File: src/rtl/prog_clock_divider_pkg.sv
// Shared constants and helpers for the
// programmable clock divider.
package prog_clock_divider_pkg;

  localparam logic MODE_TOGGLE = 1'b0;
  localparam logic MODE_PULSE  = 1'b1;

  // Channel index width, never narrower than one bit.
  function automatic int ch_idx_w(input int n);
    return (n > 1) ? $clog2(n) : 1;
  endfunction

endpackage

File: src/rtl/prog_clock_divider_channel.sv
// One divider channel: counter, active and pending
// configuration, registered clock and strobe outputs.
module prog_clock_divider_channel
  import prog_clock_divider_pkg::*;
#(
  parameter int CNT_WIDTH    = 14,
  parameter int DEFAULT_HALF = 4999
) (
  input  logic                 inClock,
  input  logic                 resetN,
  input  logic                 enable,
  input  logic                 syncClear,
  input  logic                 ldStrobe,
  input  logic [CNT_WIDTH-1:0] ldHalf,
  input  logic                 ldMode,
  output logic                 pendOut,
  output logic                 clkOut,
  output logic                 tickOut
);

  localparam logic [CNT_WIDTH-1:0] RST_HALF =
    CNT_WIDTH'(DEFAULT_HALF);

  logic [CNT_WIDTH-1:0] cnt_q, cnt_d;
  logic [CNT_WIDTH-1:0] h_q, h_d;
  logic [CNT_WIDTH-1:0] hp_q, hp_d;
  logic                 m_q, m_d;
  logic                 mp_q, mp_d;
  logic                 pend_q, pend_d;
  logic                 clk_q, clk_d;
  logic                 tick_q, tick_d;
  logic                 term;

  // Next-state: clear has priority, pending config
  // is swapped in only at a period boundary.
  always_comb begin
    cnt_d  = cnt_q;
    h_d    = h_q;
    m_d    = m_q;
    hp_d   = hp_q;
    mp_d   = mp_q;
    pend_d = pend_q;
    clk_d  = clk_q;
    tick_d = 1'b0;
    term   = enable && (cnt_q == h_q);
    if (syncClear) begin
      cnt_d = '0;
      clk_d = 1'b0;
      if (ldStrobe) begin
        h_d    = ldHalf;
        m_d    = ldMode;
        pend_d = 1'b0;
      end else if (pend_q) begin
        h_d    = hp_q;
        m_d    = mp_q;
        pend_d = 1'b0;
      end
    end else begin
      if (term) begin
        cnt_d = '0;
        if (pend_q) begin
          h_d    = hp_q;
          m_d    = mp_q;
          pend_d = 1'b0;
        end
        // The mode in force after this event decides
        // the output; leaving pulse mode restarts low.
        if (m_d == MODE_PULSE) begin
          clk_d  = 1'b0;
          tick_d = 1'b1;
        end else if (m_q == MODE_PULSE) begin
          clk_d  = 1'b0;
        end else begin
          clk_d  = ~clk_q;
          tick_d = ~clk_q;
        end
      end else if (enable) begin
        cnt_d = cnt_q + 1'b1;
      end
      // A load landing on a terminal event waits for
      // the following one.
      if (ldStrobe) begin
        hp_d   = ldHalf;
        mp_d   = ldMode;
        pend_d = 1'b1;
      end
    end
  end

  // State registers with async active-low reset.
  always_ff @(posedge inClock or negedge resetN) begin
    if (!resetN) begin
      cnt_q  <= '0;
      h_q    <= RST_HALF;
      m_q    <= MODE_TOGGLE;
      hp_q   <= '0;
      mp_q   <= MODE_TOGGLE;
      pend_q <= 1'b0;
      clk_q  <= 1'b0;
      tick_q <= 1'b0;
    end else begin
      cnt_q  <= cnt_d;
      h_q    <= h_d;
      m_q    <= m_d;
      hp_q   <= hp_d;
      mp_q   <= mp_d;
      pend_q <= pend_d;
      clk_q  <= clk_d;
      tick_q <= tick_d;
    end
  end

  assign pendOut = pend_q;
  assign clkOut  = clk_q;
  assign tickOut = tick_q;

endmodule

File: src/rtl/prog_clock_divider.sv
// Multi-channel programmable clock divider with a
// reload handshake shared across channels.
module prog_clock_divider
  import prog_clock_divider_pkg::*;
#(
  parameter int CNT_WIDTH    = 14,
  parameter int NUM_CH       = 2,
  parameter int DEFAULT_HALF = 4999
) (
  input  logic                          inClock,
  input  logic                          resetN,
  input  logic                          enable,
  input  logic                          syncClear,
  input  logic                          loadValid,
  output logic                          loadReady,
  input  logic [ch_idx_w(NUM_CH)-1:0]   loadCh,
  input  logic [CNT_WIDTH-1:0]          loadHalf,
  input  logic                          loadMode,
  output logic [NUM_CH-1:0]             outClock,
  output logic [NUM_CH-1:0]             outTick
);

  localparam int IDX_W = ch_idx_w(NUM_CH);

  logic [NUM_CH-1:0] pend;
  logic [NUM_CH-1:0] ld_stb;
  logic              accept;

  // Ready reflects the target's pending slot; an
  // index past the last channel is always taken.
  always_comb begin
    loadReady = 1'b1;
    for (int i = 0; i < NUM_CH; i++) begin
      if (loadCh == IDX_W'(i)) begin
        loadReady = !pend[i];
      end
    end
  end

  assign accept = loadValid && loadReady;

  for (genvar i = 0; i < NUM_CH; i++) begin : g_ch
    assign ld_stb[i] = accept && (loadCh == IDX_W'(i));

    prog_clock_divider_channel #(
      .CNT_WIDTH    (CNT_WIDTH),
      .DEFAULT_HALF (DEFAULT_HALF)
    ) u_ch (
      .inClock   (inClock),
      .resetN    (resetN),
      .enable    (enable),
      .syncClear (syncClear),
      .ldStrobe  (ld_stb[i]),
      .ldHalf    (loadHalf),
      .ldMode    (loadMode),
      .pendOut   (pend[i]),
      .clkOut    (outClock[i]),
      .tickOut   (outTick[i])
    );
  end

endmodule

File: config.mk
export PLATFORM = sky130hd
export DESIGN_NAME = prog_clock_divider
export DESIGN_NICKNAME = d
export VERILOG_FILES = /design/src/rtl/prog_clock_divider_pkg.sv /design/src/rtl/prog_clock_divider_channel.sv /design/src/rtl/prog_clock_divider.sv
export SDC_FILE = /design/constraint.sdc
export NUM_CORES = 1
export LEC_CHECK = 0
export BUFFER_PORTS_ARGS = -buffer_cell sky130_fd_sc_hd__buf_2
export CAP_MARGIN = 20
export CORE_ASPECT_RATIO = 1.4
export CORE_MARGIN = 2
export CORE_UTILIZATION = 54
export DETAILED_ROUTE_END_ITERATION = 6
export GPL_TIMING_DRIVEN = 0
export PLACE_DENSITY = 0.76
export SLEW_MARGIN = 10
export SYNTH_ARGS = -nofsm -noshare
export SYNTH_HDL_FRONTEND = slang
export SYNTH_SLANG_ARGS = --single-unit
File: constraint.sdc
create_clock -name inClock -period 3.8 [get_ports inClock]
set_clock_uncertainty 0.1 [all_clocks]
set_input_delay 1.14 -clock inClock [delete_from_list [all_inputs] [get_ports inClock]]
set_output_delay 1.14 -clock inClock [all_outputs]
set_load 0.005 [all_outputs]
==> results of run 1 <==
## metal layers
metal	vias up	global-route usage	share of wire
met4	0	0.120	0.029
met5	-	0	0
met2	122	0.407	0.50
met3	24	0.0295	0.045
li1	1611	-	-
met1	1725	0.358	0.42
## power breakdown
part           total (mW)  internal (mW)  switching [mW]
registers            1.36           1.21           0.147
clock network        1.10          0.717           0.387
logic               0.476          0.252           0.223
## cell type report
cell class,count,area share
clock buffer,10,0.0438
buffer,25,0.0251
multi-input combinational,288,0.395
tap,102,0.0244
sequential,94,0.453
inverter,4,0.00287
timing repair buffer,25,0.0287
clock inverter,6,0.0268
## synthesized netlist by cell type (all sizes together) (5+ instances only)
master and n:
a21oi 8, a2bb2oi 28, and4 5, buf 12
clkbuf 13, dfrtp 80, dfstp 14, mux2 30
nand2 28, nand3 21, nand4 21, nor2 21
nor3 6, o21ai 8, o22ai 31, xnor2 31
xor2 11
## logic make-up (layout without fill, tap and decap cells)
family,count (synthesis),in the layout,synth area share
simple gates,123,123,0.145
flops,94,94,0.517
compound gates,89,89,0.140
xor+xnor,42,42,0.0819
mux,32,32,0.0781
buf+inv,29,70,0.0320
fa+ha+maj,2,2,0.00546
## sequential cells by signal, summed over array words and instances (netlist names)
register and flops:
g_ch.u_ch.mp_q 2, g_ch.u_ch.m_q 2, g_ch.u_ch.h_q 28, g_ch.u_ch.pendOut 2, g_ch.u_ch.tickOut 2, g_ch.u_ch.hp_q 28
g_ch.u_ch.clkOut 2, g_ch.u_ch.cnt_q 28
## how the worst max path moves through the flow
stage,start,endpoint,slack (ns),cells past startpoint
floorplan,syncClear,g_ch[0].u_ch.hp_q[10],1.0,6
global placement,syncClear,g_ch[0].u_ch.hp_q[7],0.57,6
detailed placement,syncClear,g_ch[0].u_ch.hp_q[11],0.57,6
CTS,loadCh,loadReady,0.88,3
global route,syncClear,g_ch[0].u_ch.hp_q[7],0.80,6
finish,loadCh,loadReady,0.87,3
## worst max-delay path: stages
cell	delay, ns
sky130_fd_sc_hd__buf_2	0.16
sky130_fd_sc_hd__mux2i_1	0.24
sky130_fd_sc_hd__buf_2	0.15
## stage by stage
step           worst slack, ns  hold slack [ns]
2_1_floorplan            0.997            0.381
3_3_place_gp             0.573            0.390
3_5_place_dp             0.568            0.397
4_1_cts                  0.877            0.412
5_1_grt                  0.801            0.427
6_report                 0.872            0.411
==> impl.org, run 1 <==
** Final layout
- The library cell used most frequently in the layout, excluding fill and tap cells, is sky130_fd_sc_hd__dfrtp_1.
- Number of fill cells :: 652
- Share of post-route cells with drive strength above 1 :: 0.228
- The multi-input combinational cells in the finished layout cover a total of 2060 um^2.
- Post-layout instance area :: 5230 um^2
- In the final layout, flip-flops and latches occupy 2370 um^2.
- Leaving out fill and tap cells, the most frequent cells in the layout are sky130_fd_sc_hd__dfrtp_1 (80), sky130_fd_sc_hd__o22ai_1 (31), sky130_fd_sc_hd__xnor2_1 (30), sky130_fd_sc_hd__mux2_2 (30), sky130_fd_sc_hd__buf_2 (29).
- Utilization after layout :: 0.638
- For this run, the post-layout net count is 470.
- Antenna diode count :: 0
- The area growth from synthesis to layout is 14.1%.
- Leaving out filler cells and counting taps, the final layout contains 554.

** Floorplanning
- The floorplan step defined a core boundary enclosing 8200 um^2.
- Die area :: 9250 um^2
- 26 I/O pins were placed.
- In this run the vertical extent of the chip is 113 um.
- Starting density of the core :: 0.559
- The die is 81.8 um wide.
- In this run the core area contains 39 standard-cell rows.

** Worst setup path
- STA classifies the critical path endpoint as an output port.
- Worst R2R Setup Slack :: 1.19 ns
- Launching point of the worst reg2reg path :: g_ch[0].u_ch.cnt_q[12]
- Crit Path Max Fanout :: 5
- For the worst flop-to-flop path, the logic depth is 7.
- Worst flop-to-flop path endpoint :: g_ch[0].u_ch.pendOut
- For the worst setup path, the data arrival time is 1.69 ns.
- The worst setup path is of the in -> out kind.
- Critical Path Start Type :: input pin
- At the worst endpoint, the required time is 2.56 ns.

** Clock network
- Buffers added to address setup during post-CTS repair amount to 0.
- CTS H-Tree Depth :: 3
- Clock-pin slew was measured on the worst setup and hold paths at 0.07 ns.
- Buffer cell driving the clock tree root :: sky130_fd_sc_hd__clkbuf_16
- The number of hold buffers added after CTS was 0.
- Clock tree from TritonCTS :: done
- Quantity of gates resized following cts :: 0
- CTS saw 94 sinks.
- Number of buffers created by CTS :: 9
- Clock latency on the worst-skew pair, taken at its later pin, is 0.35 ns.
- The longest clock path from root to sink contains 2 buffers.

** Global routing
- Maximum number of pins on one net before global-route repair :: 53
- For this run the aggregate overflow at the end of global routing stands at 0.
- Antenna violations before repair :: 0
- Global-route wire length before repair :: 18000 um
- Number of global-route vias before repair :: 3484
- Global Route Usage Sum :: 0.259

** Route
- Antenna-violating nets left :: 0
- After detailed routing, the number of remaining DRC violations is 0.
- Detail-routed via count per cell :: 6.29
- The first detailed-routing pass ran for 7 iterations.
- The routed design has 10900 um of wire.
- Across all layers, the routed design uses 3482 vias.
- After detailed routing, the average wire length per cell comes to 19.6 um.
- For this block, the initial DRC count from the detailed router was 222.

** Yosys
- Yosys Warn Count :: 0
- Count of flip-flops with a built-in enable after synthesis :: 0
- Summing every instance area after synthesis gives 4580 um^2.
- Syn Area/Cell :: 11.1 um^2
- Largest cells by area after synthesis :: sky130_fd_sc_hd__dfrtp_1 (44%), sky130_fd_sc_hd__dfstp_2 (8.0%), sky130_fd_sc_hd__mux2_2 (7.4%), sky130_fd_sc_hd__xnor2_1 (5.7%), sky130_fd_sc_hd__a2bb2oi_1 (5.4%)
- For this run, the register share of the synthesized area comes to 0.517.
- Synthesis inferred 94 register bits.
- The netlist uses 46 different library cells.
- Among all flip-flop cells after synthesis, the most frequent one is sky130_fd_sc_hd__dfrtp_1.
- Proportion of netlist area held by the largest area contributor :: 0.437
- Synthesized net count :: 434
- Post-synth ARST share :: 1.00
- sky130_fd_sc_hd__dfrtp_1 takes more of the synthesized area than any other cell.
- Gate count after technology mapping :: 411

** Power
- Highest ir drop seen on vdd :: 421 uV
- Cell leakage power :: 2.13 nW
- After layout, the design draws a total of 2.94 mW.
- P per Cell Area :: 563 nW/um^2

** STA
- Final hold vios :: 0
- Slew margin rel. :: 0.607
- Sum of negative setup slack :: 0 ns
- The final count of pins violating max slew came to 0.
- Setup violations remaining at the end of the flow were counted as 0.
- Of the available clock period, the critical path in the final layout requires 0.771.
- Setup repair after global routing left no endpoint under its margin.
- Transition time at the pin with the least slew margin :: 0.586 ns
- Upper clock frequency limit :: 341 MHz
- Post-layout min period :: 2.93 ns

** Job
- Across the run, the number of max-cap violations was 0.

** Min path
- The worst hold path terminates at g_ch[0].u_ch.hp_q[8].
- Worst hold-check path type :: reg -> reg
- The startpoint identified for the worst hold timing path is g_ch[0].u_ch.hp_q[8].
- WHS Path Cells :: 1

** Placement
- Post-Place Cells :: 538
- Placer's final routability congestion estimate :: 0.873
- Final HPWL from detailed placement :: 7760 um
- Port Buffers :: 24
- After detailed placement, the total cell area comes to 4860 um^2.

** Status
- Run status :: finished clean
(Power assumes the default switching activity.)
==> inputs of run 2 (changes only) <==
--- a/config.mk
+++ b/config.mk
@@ -12,7 +12,7 @@
 export CORE_UTILIZATION = 54
 export DETAILED_ROUTE_END_ITERATION = 6
 export GPL_TIMING_DRIVEN = 0
-export PLACE_DENSITY = 0.76
+export PLACE_DENSITY = 0.79
 export SLEW_MARGIN = 10
 export SYNTH_ARGS = -nofsm -noshare
 export SYNTH_HDL_FRONTEND = slang
==> constraint.sdc (replaced) <==
create_clock -name inClock -period 2.6 [get_ports inClock]
set_clock_uncertainty 0.1 [all_clocks]
set_input_delay 0.78 -clock inClock [delete_from_list [all_inputs] [get_ports inClock]]
set_output_delay 0.78 -clock inClock [all_outputs]
set_load 0.005 [all_outputs]
==> impl.org, run 2 (same netlist as run 1, synthesis figures left out) <==
** Clock network
- Maximum root-to-sink buffer count :: 2
- The tree is rooted in a sky130_fd_sc_hd__clkbuf_16.
- After clock tree synthesis, the clock-pin slew on the worst setup and hold paths is 0.06 ns.
- Cts hold-fix bufs :: 0
- Number of buffers created by CTS :: 9
- The clock tree synthesis step divided the H-tree into 3 levels.
- The later pin in the worst-skew pair is clocked with a latency of 0.35 ns.
- Clock tree from TritonCTS :: done
- The clock net in this run drives a total of 94 sinks.

** Final layout
- Summing all multi-input logic gate instances after layout gives 2060 um^2.
- Of the cells placed in the final design, the portion with a size suffix greater than 1 is 0.240.
- Leaving out filler cells and counting taps, the final layout contains 556.
- The filler cells instantiated in the layout total 625.
- Leaving out fill and tap cells, the most frequent cells in the layout are sky130_fd_sc_hd__dfrtp_1 (80), sky130_fd_sc_hd__o22ai_1 (31), sky130_fd_sc_hd__xnor2_1 (30), sky130_fd_sc_hd__mux2_2 (30).
- Sequential cell area in the final layout :: 2370 um^2
- Compared with the post-synthesis result, the final layout area differs by 12.8%.
- 0 antenna diodes ended up in the layout.
- Once layout is complete, the utilization of the core stands at 0.630.
- Most common cell after layout, fill and taps aside :: sky130_fd_sc_hd__dfrtp_1
- The largest registers in the layout are g_ch.u_ch.cnt_q x28, g_ch.u_ch.h_q x28, g_ch.u_ch.hp_q x28.
- The final layout contains 472 nets.

** Worst setup path
- Launching point of the worst reg2reg path :: g_ch[0].u_ch.cnt_q[11]
- Top cell family by delay on the critical path :: simple AND/OR/NAND/NOR gates
- Worst R2R Setup Slack :: 0.09 ns
- Worst path arrival time :: 2.63 ns
- At the worst endpoint, the required time is 2.71 ns.
- Worst flop-to-flop path endpoint :: g_ch[0].u_ch.pendOut
- CP peak stage delay :: 0.61 ns
- The worst setup path is launched from a flip-flop.
- Slowest library cell on the worst path :: sky130_fd_sc_hd__or4_1
- Critical Path Sink Type :: flip-flop
- Buffer and inverter count on the worst path :: 2
- The critical path runs through a total of 7 cells.
- Classification of the worst setup path :: reg -> reg
- Crit Path Max Fanout :: 10
- Worst reg2reg path depth :: 7
- Walking the worst path, the cells encountered are xnor2_1 > nand4_1 > or4_1 > clkbuf_2 > nand2_1 > clkbuf_4 > o21bai_1.

** Placement
- Post-Place Cells :: 538
- Worst slack at placement :: -0.292 ns
- Final HPWL from detailed placement :: 7710 um
- Placer's final routability congestion estimate :: 0.838
- Port Buffers :: 24

** Route
- Dividing the detail-routed wire length by the instance count gives 19.4 um.
- Dividing the detail-routed via count by the number of cells gives 6.40.
- Number of DRC markers after the initial detailed-route iteration :: 398
- Detailed-route DRC error count :: 0
- Total Routed Length :: 10800 um
- The first TritonRoute pass finished after 7 iterations.
- Summing over every cut layer, the via total after detailed routing is 3559.
- Antenna-violating nets left :: 0

** STA
- The final count of pins violating max slew is 0.
- For the finished layout, the period the worst path requires is 2.51 ns.
- Setup violations, final :: 0
- Transition time at the pin with the least slew margin :: 0.609 ns
- Post-route worst hold slack :: 0.343 ns
- Upper clock frequency limit :: 398 MHz
- Across all setup checks in the final design, the least slack found is 0.0886 ns.
- Setup repair after global routing missed its margin :: no
- The final-report hold violation count is 0.
- Tcrit/Tclk final :: 0.966
- The worst pin sits at a relative slew slack of 0.592.

** Power
- Cell leakage power :: 2.11 nW
- Total power consumption of the routed design :: 3.93 mW
- For this design the ratio of total power to cell area is 760 nW/um^2.
- VDD sags by at most 587 uV.

** Floorplanning
- For this configuration, the core starts out at a cell density of 0.559.
- CORE AREA :: 8200 um^2
- Height of the chip :: 113 um
- Die area :: 9250 um^2
- Count of boundary I/O pins :: 26
- Width of the chip :: 81.8 um
- Row Count :: 39

** Global routing
- Entering global routing, the biggest net connects 50 pins.
- The initial antenna violation count came to 0.
- Number of global-route vias before repair :: 3543
- Global-route wire length before repair :: 18000 um
- For this run the aggregate overflow at the end of global routing stands at 0.
- In the global route stage, overall resource usage came out at 0.258.

** Min path
- The tightest min-delay check is of the in -> async type.

** Status
- The flow ran to the end, and the final reports show no timing, DRC or antenna violations.

** Job
- Number of maximum-capacitance constraint violations :: 0
[run 2: how the worst max path moves through the flow]
stage,from,endpoint
finish,g_ch[0].u_ch.cnt_q[11],g_ch[0].u_ch.pendOut
CTS,g_ch[0].u_ch.cnt_q[11],g_ch[0].u_ch.pendOut
global placement,syncClear,g_ch[0].u_ch.hp_q[10]
detailed placement,syncClear,g_ch[0].u_ch.hp_q[9]
global route,g_ch[0].u_ch.cnt_q[9],g_ch[0].u_ch.pendOut
floorplan,syncClear,g_ch[0].u_ch.hp_q[10]
[run 2: layer usage]
metal	vias to the layer above	part of all wire	routed length [um]	GRT usage
met5	-	0	0	0
met4	0	0.036	389	0.111
met3	30	0.053	568	0.0463
met2	139	0.48	5220	0.403
met1	1775	0.43	4610	0.352
li1	1615	-	-	-
[run 2: area by class of cell]
type	instances	area share
plain buffers	25	0.0266
clock buffers	11	0.0489
clock inverters	5	0.00630
inverters	4	0.00291
multi-input cells	288	0.400
flip-flops and latches	94	0.459
well taps	102	0.0247
repair buffers	27	0.0320
[run 2: power breakdown]
part	switching, mW	leakage [nW]	internal, mW	total (mW)
sequential	0.198	1.15	1.77	1.97
clock	0.557	0.146	0.700	1.26
combinational	0.325	0.814	0.373	0.698
[run 2: repair_timing]
item | 4_1_cts | 5_1_grt
setup endpoints to repair | 0 | 38
gates resized for setup | 0 | 7
setup buffers | 0 | 2
[run 2: stage by stage]
stage / instance area (um^2) / TNS (ns)
floorplan: 4580 / 0
global placement: 4830 / -15.19
detailed placement: 4860 / -6.71
CTS: 5140 / 0
global route: 5160 / 0
finish: 5160 / 0
[run 2: worst reg2reg max path, cell delays in order, from the launching register on]
cell and delay [ns]:
sky130_fd_sc_hd__dfrtp_1 0.46, sky130_fd_sc_hd__xnor2_1 0.29, sky130_fd_sc_hd__nand4_1 0.17, sky130_fd_sc_hd__or4_1 0.61, sky130_fd_sc_hd__clkbuf_2 0.23, sky130_fd_sc_hd__nand2_1 0.18
sky130_fd_sc_hd__clkbuf_4 0.25, sky130_fd_sc_hd__o21bai_1 0.09
